[src/rtl/mixcolumns_seq.sv]
// rtl/mixcolumns_seq.sv - iterative AES MixColumns engine, COLS columns per pass
// Optional inverse transform enabled by defining MIXCOL_INV_EN.
module mixcolumns_seq #(
    parameter int COLS = 1
) (
    input  logic         clk,
    input  logic         reset_n,
    input  logic         clear,
    input  logic         in_valid,
    output logic         in_ready,
    input  logic [127:0] in_data,
    input  logic         in_inv,
    output logic         out_valid,
    input  logic         out_ready,
    output logic [127:0] out_data,
    output logic         busy
);
    localparam int N  = 4 / COLS;
    localparam int CW = (N > 1) ? $clog2(N) : 1;
    localparam logic [CW-1:0] LAST = CW'(N - 1);

    typedef enum logic [1:0] {
        IDLE = 2'd0,
        BUSY = 2'd1,
        DONE = 2'd2
    } state_t;

    state_t        state;
    state_t        state_nxt;
    logic [CW-1:0] count;
    logic [127:0]  work;
    logic [127:0]  work_nxt;
    logic          inv_eff;
    logic          accept;
    logic          last_pass;
    int            idx;

    function automatic logic [7:0] xt(input logic [7:0] b);
        return {b[6:0], 1'b0} ^ (b[7] ? 8'h1b : 8'h00);
    endfunction

    // Inverse = forward MixColumns after folding 4*(a0^a2) / 4*(a1^a3) into the column.
    function automatic logic [31:0] mixcol(input logic [31:0] c, input logic inv);
        logic [7:0] a0, a1, a2, a3, u, v;
        {a0, a1, a2, a3} = c;
        u = xt(xt(a0 ^ a2));
        v = xt(xt(a1 ^ a3));
        if (inv) begin
            a0 = a0 ^ u;
            a2 = a2 ^ u;
            a1 = a1 ^ v;
            a3 = a3 ^ v;
        end
        return {xt(a0) ^ xt(a1) ^ a1 ^ a2 ^ a3,
                a0 ^ xt(a1) ^ xt(a2) ^ a2 ^ a3,
                a0 ^ a1 ^ xt(a2) ^ xt(a3) ^ a3,
                xt(a0) ^ a0 ^ a1 ^ a2 ^ xt(a3)};
    endfunction

    assign in_ready  = reset_n & ((state == IDLE) | ((state == DONE) & out_ready));
    assign accept    = in_valid & in_ready;
    assign last_pass = (state == BUSY) && (count == LAST);
    assign out_valid = (state == DONE);
    assign busy      = (state == BUSY);

`ifdef MIXCOL_INV_EN
    logic inv_q;

    always_ff @(posedge clk or negedge reset_n) begin
        if (!reset_n) begin
            inv_q <= 1'b0;
        end else if (!clear && accept) begin
            inv_q <= in_inv;
        end
    end

    assign inv_eff = inv_q;
`else
    logic unused_inv;

    assign unused_inv = in_inv;
    assign inv_eff    = 1'b0;
`endif

    // Only the COLS columns selected by count pass through the mix logic this cycle.
    always_comb begin
        work_nxt = work;
        idx      = 0;
        for (int i = 0; i < COLS; i++) begin
            idx = int'(count) * COLS + i;
            work_nxt[127 - 32*idx -: 32] = mixcol(work[127 - 32*idx -: 32], inv_eff);
        end
    end

    always_comb begin
        state_nxt = state;
        case (state)
            IDLE:    if (accept) state_nxt = BUSY;
            BUSY:    if (last_pass) state_nxt = DONE;
            DONE:    if (out_ready) state_nxt = in_valid ? BUSY : IDLE;
            default: state_nxt = IDLE;
        endcase
    end

    always_ff @(posedge clk or negedge reset_n) begin
        if (!reset_n) begin
            state    <= IDLE;
            count    <= '0;
            work     <= '0;
            out_data <= '0;
        end else if (clear) begin
            state <= IDLE;
            count <= '0;
        end else begin
            state <= state_nxt;
            if (accept) begin
                work  <= in_data;
                count <= '0;
            end else if (state == BUSY) begin
                work  <= work_nxt;
                count <= last_pass ? '0 : count + CW'(1);
                if (last_pass) begin
                    out_data <= work_nxt;
                end
            end
        end
    end
endmodule
[config.mk]
export PLATFORM = sky130hd
export DESIGN_NAME = mixcolumns_seq
export DESIGN_NICKNAME = d
export VERILOG_FILES = /design/src/rtl/mixcolumns_seq.sv
export SDC_FILE = /design/constraint.sdc
export NUM_CORES = 1
export LEC_CHECK = 0
export BUFFER_PORTS_ARGS = -buffer_cell sky130_fd_sc_hd__buf_4
export CAP_MARGIN = 20
export CORE_ASPECT_RATIO = 1.4
export CORE_MARGIN = 4
export CORE_UTILIZATION = 56
export CTS_CLUSTER_DIAMETER = 120
export DETAILED_ROUTE_END_ITERATION = 16
export PLACE_DENSITY_LB_ADDON = 0.1
export SYNTH_ARGS = -nofsm -noshare
export SYNTH_HDL_FRONTEND = slang
export SYNTH_SLANG_ARGS = --single-unit
[constraint.sdc]
create_clock -name clk -period 3.1 [get_ports clk]
set_input_delay 0.62 -clock clk [delete_from_list [all_inputs] [get_ports clk]]
set_output_delay 0.62 -clock clk [all_outputs]
set_load 0.05 [all_outputs]
==> qor.csv, run 1 <==
metric,value,unit
most area-hungry cell type in the Yosys netlist,sky130_fd_sc_hd__dfrtp_1,
number of rows created at floorplan,68,
Final Max Tran Viols,0,
Top delay family on crit path,XOR/XNOR gates,
worst-case clock buffer depth,3,
crit start category,flop,
synth unique cells,42,
total global-route track usage,32.7,%
Initial DRT Pass Iterations,5,
Area contributors post-synth,"sky130_fd_sc_hd__dfrtp_1, sky130_fd_sc_hd__a31oi_1, sky130_fd_sc_hd__nand2b_1, sky130_fd_sc_hd__or3_1, sky130_fd_sc_hd__xnor3_1",
final period demand of the worst path,2.92,ns
clock share of power,21.0,%
Starting DRT DRC Count,1080,
cells along the critical path,"buf_12, mux4_2, xor2_2, xnor3_1, nand2_1, a31oi_1",
number of nets produced by synthesis,1557,
share of the synthesized area in the top cell type,46.1,%
DIE WIDTH,142,um
Via density,6.36,
antenna violations before repair,0,
layout cell share with drive strength beyond 1,24.7,%
Tcrit/Tclk final,94.2,%
source-to-sink clock delay at the later pin of the worst-skew pair,0.54,ns
post-synth design cell area,14100,um2
global-route wire length before repair,71800,um
relative contribution of combinational cells to total power,50.3,%
I/O Buffers,263,
highest-delay cell along the critical path,sky130_fd_sc_hd__mux4_2,
CP Max Fanout,13,
library cell used as clock root buffer,sky130_fd_sc_hd__clkbuf_16,
internal power contribution,0.00904,W
count of state elements after synthesis,260,
via count of the first global-routing pass,12731,
status,completed,
Reg-to-Reg Start,count[0],
worst setup path category,flop to flop,
final setup violating endpoints,0,
portion of total power attributed to sequential cells,28.6,%
Setup Buffers After CTS,0,
Avg Inst Size Synth,9.96,um2
initial cell density of the core,57.1,%
y dimension of the die,196,um
clock tree from TritonCTS,built,
power dissipated by switching net loads,0.00638,W
I/O pin total,265,
cell count after synthesis,1419,
startpoint of the most critical setup path,count[0],
switching share of power,41.4,%
Worst Setup End Kind,flop,
"CTS clk-pin slew, worst paths",0.07,ns
WP data arrival,3.28,ns
final wirelength,46100,um
Worst Tran Pin Value,0.921,ns
"top library cells by usage in the layout, fill and taps aside","sky130_fd_sc_hd__buf_4, sky130_fd_sc_hd__dfrtp_1, sky130_fd_sc_hd__a31oi_1",
depth of the worst register-to-register path,6,
clock tree skew after final layout,0.0147,ns
number of hold-slack violations in the final timing report,0,
final weighted congestion of routability-driven global placement,0.884,
Peak supply drop,0.000663,V
# diodes,0,
classification of the worst-slack hold path,input pin to asynchronous set/reset pin,
warning count from the yosys run,0,
routed via count,12507,
placeable core area,24800,um2
pwr/cell area,890,nW/um2
number of buffers added by the clock tree synthesis step,26,
R2R Setup Slk,0.18,ns
Critical Path Stages,6,
setup TNS,0,ns
maximum level of the CTS H-tree,1,
number of hold-repair buffers added at the cts stage,0,
drt wl/cell,23.5,um
"most common cell after layout, fill and taps aside",sky130_fd_sc_hd__buf_4,
count of max-cap constraint violations,0,
post-cts resize count,0,
endpoint of the worst register-to-register path,work[60],
Leak Pwr,7.74,nW
register area share after synthesis,46.1,%
Worst Setup EP,work[60],
setup repair after global routing missed its margin,false,
area grow syn2layout,22.6,%
pin count of the biggest net entering global routing,87,
slowest cell delay on critical path,0.68,ns
fillers,1924,
count of nets after finishing,1768,
# DRC,0,
full die area,27900,um2
remaining global-route overflow,0,
achievable clock frequency,342,MHz
HPWL after detailed placement,31700,um
Post-DRT Antenna Nets,0,
"Buf+Inv Stages, Crit Path",1,
"sum of internal, switching and leakage power",0.0154,W
data required time of the worst path,3.46,ns
Rel. slew slack,38.6,%
total number of clock tree sinks,260,
-- kinds of logic after synthesis --
family / after synthesis / synth area share [%]
adders and majority gates: 4 / 0.354
xor gates and xnor gates: 73 / 9.65
and+or+nand+nor: 530 / 18.9
muxes: 33 / 5.20
DFF: 260 / 46.1
buffers and inverters: 127 / 3.89
AOI/OAI and AO/OA: 392 / 16.0
-- metrics by stage --
stage          setup slack (ns)  hold WS (ns)  cell area, um2  std cells  utilization, %
2_1_floorplan             0.725         0.324           14100       1419               -
3_3_place_gp              0.252         0.470           16400       1916            66.3
3_5_place_dp              0.214         0.472           16400       1916            66.3
4_1_cts                   0.187         0.227           17300       1964            69.9
5_1_grt                  0.0670         0.273           17300       1965            70.0
6_report                  0.179         0.226           17300       1965            70.0
-- registers in the layout, summed over array words and instances, names as in the netlist --
signal	cells
state	2
count	2
out_data	128
work	128
-- per-layer routing --
layer / track usage [%] / share of wire (%)
met5: 0 / 0
met4: 12.6 / 4.1
met3: 4.34 / 7.8
met2: 54.0 / 50
met1: 44.2 / 38
-- power by group through the flow --
stage / logic (W) / clock network, W / registers, W
floorplan: 0.00499 / 0 / 0.00437
global placement: 0.00750 / 0 / 0.00442
detailed placement: 0.00758 / 0 / 0.00445
CTS: 0.00766 / 0.00326 / 0.00439
global route: 0.00818 / 0.00341 / 0.00446
finish: 0.00777 / 0.00324 / 0.00442
-- worst min path at each step --
stage / start / endpoint / cells past startpoint
floorplan: reset_n / count[0] / 0
global placement: out_data[10] / out_data[10] / 2
detailed placement: out_data[9] / out_data[9] / 2
CTS: reset_n / work[26] / 2
global route: reset_n / work[26] / 2
finish: reset_n / work[20] / 2
-- final cells by class --
class	instances	area, um2	area share, %
multi-input cells	1032	7100	41.0
flip-flops and latches	260	6510	37.6
repair buffers	306	2420	14.0
clock buffers	36	790	4.56
well taps	315	394	2.27
clock inverters	12	95.1	0.549
inverters	4	15.0	0.0867
-- cells in the mapped netlist --
library cell	n
sky130_fd_sc_hd__nand2b_1	131
sky130_fd_sc_hd__o21ai_0	143
sky130_fd_sc_hd__dfrtp_1	260
sky130_fd_sc_hd__nand4b_1	1
sky130_fd_sc_hd__clkbuf_1	100
sky130_fd_sc_hd__mux2i_1	1
sky130_fd_sc_hd__xor3_1	8
sky130_fd_sc_hd__a211oi_1	2
sky130_fd_sc_hd__buf_4	1
sky130_fd_sc_hd__a21oi_1	3
sky130_fd_sc_hd__nor2b_1	1
sky130_fd_sc_hd__clkbuf_4	1
sky130_fd_sc_hd__and2_0	1
sky130_fd_sc_hd__mux4_2	31
sky130_fd_sc_hd__o21ai_1	17
sky130_fd_sc_hd__ha_1	4
sky130_fd_sc_hd__a31oi_1	224
sky130_fd_sc_hd__a211o_1	1
sky130_fd_sc_hd__or3_1	128
sky130_fd_sc_hd__and3b_1	1
sky130_fd_sc_hd__o32a_1	1
sky130_fd_sc_hd__a2bb2oi_1	1
sky130_fd_sc_hd__buf_6	3
sky130_fd_sc_hd__buf_1	4
sky130_fd_sc_hd__nand2_1	162
sky130_fd_sc_hd__mux4_1	1
sky130_fd_sc_hd__xor2_2	2
sky130_fd_sc_hd__nor2_1	99
sky130_fd_sc_hd__xor2_1	9
sky130_fd_sc_hd__xnor2_1	7
sky130_fd_sc_hd__xnor2_2	11
sky130_fd_sc_hd__and3_1	4
sky130_fd_sc_hd__xnor3_2	1
sky130_fd_sc_hd__xnor2_4	1
sky130_fd_sc_hd__xnor3_1	32
sky130_fd_sc_hd__buf_8	1
sky130_fd_sc_hd__inv_1	4
sky130_fd_sc_hd__nor3_1	1
sky130_fd_sc_hd__buf_12	1
sky130_fd_sc_hd__buf_2	12
sky130_fd_sc_hd__xor3_2	2
sky130_fd_sc_hd__nand3_1	1
No activity file was read; power rests on OpenSTA's default activity.
==> inputs of run 2 (changes only) <==
CORE_UTILIZATION = 51   (was 56)
clock period = 2.63 ns   (was 3.1 ns; I/O delays follow)
==> run 2 against run 1 <==
  * Global-route usage decreased by 1.7 points
  * Maximum frequency grew 14%
  * Final cell count rose by 5.3%
  * Largest power group unchanged
  * Clock skew decreased by 0.0037 ns
  * Utilization decreased by 3.6 points
  * Clock power increased by 16%
  * Combinational power up 33%
  * Worst setup slack got worse by 0.12 ns
  * Hold slack worse by 0.027 ns
  * Final area is 3.8% higher
  * Register-to-register slack got worse by 0.12 ns
  * Non-clock buffer count up 54
==> qor.csv, run 2 (synthesis gave the netlist of run 1 again) <==
metric,value,unit,change
number of buffers added by the clock tree synthesis step,27,,was 26
clock tree from TritonCTS,built,,unchanged
Peak supply drop,0.00104,V,was 0.000663 V
highest-delay cell along the critical path,sky130_fd_sc_hd__mux4_2,,unchanged
initial cell density of the core,52.1,%,was 57.1%
remaining global-route overflow,0,,unchanged
worst setup path category,flop to flop,,unchanged
depth of the worst register-to-register path,7,,was 6
maximum level of the CTS H-tree,1,,unchanged
cell type with the highest occurrence count on the critical path,sky130_fd_sc_hd__buf_12,,
achievable clock frequency,389,MHz,was 342 MHz
pwr/cell area,1070,nW/um2,was 890 nW/um2
Reg-to-Reg Start,count[0],,unchanged
antenna violations before repair,1,,was 0
source-to-sink clock delay at the later pin of the worst-skew pair,0.54,ns,about the same
global-route wire length before repair,73300,um,was 71800 um
layout cell share with drive strength beyond 1,27.7,%,was 24.7%
Leak Pwr,8.03,nW,was 7.74 nW
"CTS clk-pin slew, worst paths",0.06,ns,was 0.07 ns
number of rows created at floorplan,71,,was 68
status,completed,,unchanged
pin count of the biggest net entering global routing,168,,was 87
HPWL after detailed placement,32600,um,was 31700 um
count of nets after finishing,1823,,was 1768
area grow syn2layout,27.3,%,was 22.6%
library cell used as clock root buffer,sky130_fd_sc_hd__clkbuf_16,,unchanged
data required time of the worst path,3.00,ns,was 3.46 ns
cells along the critical path,"buf_12, buf_12, mux4_2, xnor3_1, xnor3_2, nand2_1, a31oi_1",,"was buf_12, mux4_2, xor2_2, xnor3_1, nand2_1, a31oi_1"
Tcrit/Tclk final,97.8,%,was 94.2%
crit start category,flop,,unchanged
"non-filler cells, final",2069,,was 1965
final weighted congestion of routability-driven global placement,0.881,,was 0.884
setup repair after global routing missed its margin,true,,was false
drt wl/cell,23.1,um,was 23.5 um
Via density,6.10,,was 6.36
CP Max Fanout,9,,was 13
number of hold-slack violations in the final timing report,0,,unchanged
full die area,30500,um2,was 27900 um2
# diodes,0,,unchanged
WP data arrival,2.94,ns,was 3.28 ns
worst-case clock buffer depth,3,,unchanged
endpoint of the worst register-to-register path,work[100],,was work[60]
y dimension of the die,205,um,was 196 um
Worst Tran Pin Value,0.923,ns,was 0.921 ns
classification of the worst-slack hold path,input pin to flop,,was input pin to asynchronous set/reset pin
Worst Setup EP,work[100],,was work[60]
largest registers,"out_data (128), work (128)",,unchanged
Initial DRT Pass Iterations,7,,was 5
Starting DRT DRC Count,928,,was 1080
Worst Setup End Kind,flop,,unchanged
clock tree skew after final layout,0.0110,ns,was 0.0147 ns
placed cells,2009,,was 1916
routed via count,12630,,was 12507
slowest cell delay on critical path,0.61,ns,was 0.68 ns
total global-route track usage,31.0,%,was 32.7%
final setup violating endpoints,0,,unchanged
total number of clock tree sinks,260,,unchanged
"most common cell after layout, fill and taps aside",sky130_fd_sc_hd__buf_4,,unchanged
via count of the first global-routing pass,12808,,was 12731
startpoint of the most critical setup path,count[0],,unchanged
Rel. slew slack,38.5,%,was 38.6%
"top library cells by usage in the layout, fill and taps aside","sky130_fd_sc_hd__buf_4, sky130_fd_sc_hd__dfrtp_1, sky130_fd_sc_hd__a31oi_1",,unchanged
Post-DRT Antenna Nets,0,,unchanged
# DRC,0,,unchanged
placeable core area,27100,um2,was 24800 um2
R2R Setup Slk,0.06,ns,was 0.18 ns
DIE WIDTH,149,um,was 142 um
final period demand of the worst path,2.57,ns,was 2.92 ns
count of max-cap constraint violations,0,,unchanged
Final Max Tran Viols,0,,unchanged
I/O pin total,265,,unchanged
setup TNS,0,ns,unchanged
final wirelength,47900,um,was 46100 um
I/O Buffers,263,,unchanged
[run 2: cell count changes in the layout (fill, tap and decap cells not counted), sizes merged]
cell,before,now
inv,4,5
clkinvlp,4,1
clkbuf,36,42
buf,306,359
dlygate4sd3,0,1
bufinv,1,0
clkinv,7,4
[run 2: layout make-up]
cell class | instances | area [um2]
fillers | 2160 | 9110
multi-input cells | 1032 | 7170
flip-flops and latches | 260 | 6510
repair buffers | 360 | 2970
clock buffers | 42 | 822
well taps | 365 | 457
clock inverters | 6 | 36.3
inverters | 4 | 15.0
[run 2: routing by layer]
metal / vias to the layer above / part of all wire [%] / GRT usage (%)
met5: - / 0 / 0
met4: 0 / 5.1 / 14.6
met3: 142 / 7.7 / 4.03
met2: 663 / 49 / 50.8
met1: 6178 / 38 / 41.1
li1: 5647 / - / -
[run 2: repair_timing]
action                                 CTS  global route
gates resized for setup                  3            24
setup buffers                            0            10
setup endpoints to repair                5           100
pin swaps                                0            15
endpoints found under the hold margin   13             0
hold buffers                             1             0
[run 2: how the worst min path moves through the flow]
stage / startpoint / to / cells after the start
4_1_cts: in_valid / count[0] / 2
5_1_grt: in_valid / count[0] / 2
3_3_place_gp: out_data[0] / out_data[0] / 2
2_1_floorplan: reset_n / count[0] / 0
6_report: in_valid / count[0] / 2
3_5_place_dp: out_data[24] / out_data[24] / 2
[run 2: metrics by stage]
step | hold slack (ns) | worst slack, ns | util, % | power [W] | cell area (um2)
after floorplan | 0.230 | 0.255 | - | 0.0110 | 14100
after global routing | 0.197 | -0.0370 | 66.4 | 0.0201 | 18000
after CTS | 0.194 | 0.00844 | 65.7 | 0.0188 | 17800
final | 0.199 | 0.0570 | 66.4 | 0.0193 | 18000
after detailed placement | 0.477 | -0.00849 | 62.4 | 0.0150 | 16900
after global placement | 0.470 | 0.0109 | 62.4 | 0.0148 | 16900
[run 2: worst max-delay path, delay by kind of cell, from the launching register on]
family | cells | cell delay [ns]
AOI/OAI and AO/OA | 1 | 0.09
DFF | 1 | 0.42
xor gates and xnor gates | 2 | 0.88
buffers and inverters | 2 | 0.28
and+or+nand+nor | 1 | 0.12
muxes | 1 | 0.61
[run 2: power by group]
part	internal, W	switching, W
sequential	0.00462	0.000577
combinational	0.00475	0.00559
clock	0.00214	0.00162
total	0.0115	0.00778
==> inputs of run 3 (changes only) <==
CORE_UTILIZATION = 56   (was 51)
clock period = 2.8 ns   (was 2.63 ns; I/O delays follow)
==> run 3 against run 2 <==
  * Final area decreased by 2.8%
  * Largest cell class unchanged
  * Count of clock-buffer cells in the layout down 5
  * Worst setup slack improved by 0.088 ns
  * Sequential cell count unchanged
  * Sequential power down 6.2%
  * Hold slack better by 0.048 ns
==> qor.csv, run 3 (synthesis gave the netlist of run 1 again) <==
metric,value,unit,change
highest-delay cell along the critical path,sky130_fd_sc_hd__mux4_2,,unchanged
clock tree from TritonCTS,built,,unchanged
routed via count,12548,,was 12630
"Buf+Inv Stages, Crit Path",1,,was 2
pwr/cell area,1000,nW/um2,was 1070 nW/um2
"CTS clk-pin slew, worst paths",0.06,ns,about the same
DIE WIDTH,142,um,was 149 um
Top delay family on crit path,XOR/XNOR gates,,unchanged
number of hold-repair buffers added at the cts stage,1,,unchanged
# DRC,0,,unchanged
worst-case clock buffer depth,3,,unchanged
cells along the critical path,"buf_4, mux4_2, xnor3_1, xnor3_1, nand2_1, a31oi_1",,"was buf_12, buf_12, mux4_2, xnor3_1, xnor3_2, nand2_1, a31oi_1"
Rel. slew slack,32.8,%,was 38.5%
number of rows created at floorplan,68,,was 71
achievable clock frequency,377,MHz,was 389 MHz
"top library cells by usage in the layout, fill and taps aside","sky130_fd_sc_hd__buf_4, sky130_fd_sc_hd__dfrtp_1, sky130_fd_sc_hd__a31oi_1",,unchanged
source-to-sink clock delay at the later pin of the worst-skew pair,0.54,ns,about the same
maximum level of the CTS H-tree,1,,unchanged
area grow syn2layout,23.7,%,was 27.3%
I/O pin total,265,,unchanged
Via density,6.36,,was 6.10
placed inst area,16500,um2,was 16900 um2
final weighted congestion of routability-driven global placement,0.870,,was 0.881
fillers,1902,,was 2160
"most common cell after layout, fill and taps aside",sky130_fd_sc_hd__buf_4,,unchanged
clock tree skew after final layout,0.0177,ns,was 0.0110 ns
number of buffers added by the clock tree synthesis step,26,,was 27
drt wl/cell,23.5,um,was 23.1 um
Setup Buffers After CTS,0,,unchanged
status,completed,,unchanged
global-route wire length before repair,72000,um,was 73300 um
final wirelength,46500,um,was 47900 um
cell type with the highest occurrence count on the critical path,sky130_fd_sc_hd__xnor3_1,,was sky130_fd_sc_hd__buf_12
y dimension of the die,196,um,was 205 um
CP Max Fanout,6,,was 9
# diodes,0,,unchanged
area of all placed cells without fillers,17500,um2,was 18000 um2
layout cell share with drive strength beyond 1,24.6,%,was 27.7%
final setup violating endpoints,0,,unchanged
HPWL after detailed placement,31000,um,was 32600 um
Post-DRT Antenna Nets,0,,unchanged
Final Max Tran Viols,0,,unchanged
R2R Setup Slk,0.14,ns,was 0.06 ns
final period demand of the worst path,2.66,ns,was 2.57 ns
Tcrit/Tclk final,94.8,%,was 97.8%
full die area,27900,um2,was 30500 um2
Starting DRT DRC Count,1155,,was 928
pin count of the biggest net entering global routing,176,,was 168
Worst Tran Pin Value,1.01,ns,was 0.923 ns
total global-route track usage,32.8,%,was 31.0%
remaining global-route overflow,0,,unchanged
total area of multi-input combinational cells,7100,um2,was 7170 um2
area occupied by registers,6510,um2,about the same
count of max-cap constraint violations,0,,unchanged
placeable core area,24800,um2,was 27100 um2
count of nets after finishing,1776,,was 1823
Leak Pwr,7.82,nW,was 8.03 nW
Peak supply drop,0.000765,V,was 0.00104 V
classification of the worst-slack hold path,input pin to flop,,unchanged
I/O Buffers,263,,unchanged
slowest cell delay on critical path,0.65,ns,was 0.61 ns
worst setup path category,flop to flop,,unchanged
via count of the first global-routing pass,12807,,was 12808
Worst Setup End Kind,flop,,unchanged
antenna violations before repair,0,,was 1
crit start category,flop,,unchanged
setup TNS,0,ns,unchanged
Initial DRT Pass Iterations,6,,was 7
total number of clock tree sinks,260,,unchanged
number of hold-slack violations in the final timing report,0,,unchanged
setup repair after global routing missed its margin,false,,was true
data required time of the worst path,3.16,ns,was 3.00 ns
largest registers,"out_data (128), work (128)",,unchanged
initial cell density of the core,57.1,%,was 52.1%
WP data arrival,3.02,ns,was 2.94 ns
post-cts resize count,0,,was 3
library cell used as clock root buffer,sky130_fd_sc_hd__clkbuf_16,,unchanged
## run 3: changes by cell type in the layout (fill, tap and decap cells not counted), moves of 3 or more
cell                        change
sky130_fd_sc_hd__xnor3_2       -10
sky130_fd_sc_hd__bufinv_16      +5
sky130_fd_sc_hd__xnor3_1       +10
sky130_fd_sc_hd__buf_12         -5
sky130_fd_sc_hd__nand2_2        -3
sky130_fd_sc_hd__nand2_1        +3
sky130_fd_sc_hd__clkbuf_8       -6
sky130_fd_sc_hd__buf_6          -6
sky130_fd_sc_hd__xnor2_4        -3
sky130_fd_sc_hd__buf_4         -35
## run 3: final timing paths
| check | start | end | depth (start not counted) |
|---|---|---|---|
| min | in_valid | count[0] | 2 |
| max | count[0] | work[59] | 6 |
| max in group asynchronous | reset_n | out_data[106] | 3 |
| min in group asynchronous | reset_n | count[0] | 2 |
| max reg2reg | count[0] | work[59] | 6 |
| min reg2reg | out_data[6] | out_data[6] | 2 |
## run 3: layer usage
metal / up-vias / global-route usage [%] / share of wire (%)
li1: 5544 / - / -
met1: 6120 / 45.0 / 38
met2: 741 / 52.8 / 49
met3: 143 / 3.85 / 8.7
met4: 0 / 14.5 / 5.1
met5: - / 0 / 0
## run 3: area by class of cell
| class | count | share of cell area (%) |
|---|---|---|
| multi-input cells | 1032 | 40.6 |
| flip-flops and latches | 260 | 37.2 |
| repair buffers | 314 | 14.5 |
| clock buffers | 37 | 4.25 |
| well taps | 315 | 2.26 |
| clock inverters | 11 | 1.03 |
| inverters | 4 | 0.0859 |
## run 3: stage by stage
step	worst slack [ns]	util, %	instances	hold slack [ns]	total power [W]
3_3_place_gp	0.178	66.7	1923	0.366	0.0134
4_1_cts	0.148	70.5	1972	0.236	0.0174
2_1_floorplan	0.425	-	1419	0.264	0.0104
5_1_grt	0.0652	70.6	1973	0.238	0.0182
3_5_place_dp	0.157	66.7	1923	0.365	0.0135
6_report	0.145	70.6	1973	0.248	0.0175
## run 3: power breakdown
group          total, W  internal, W  switching [W]
logic           0.00878      0.00382        0.00496
clock network   0.00383      0.00231        0.00152
registers       0.00487      0.00433       0.000534
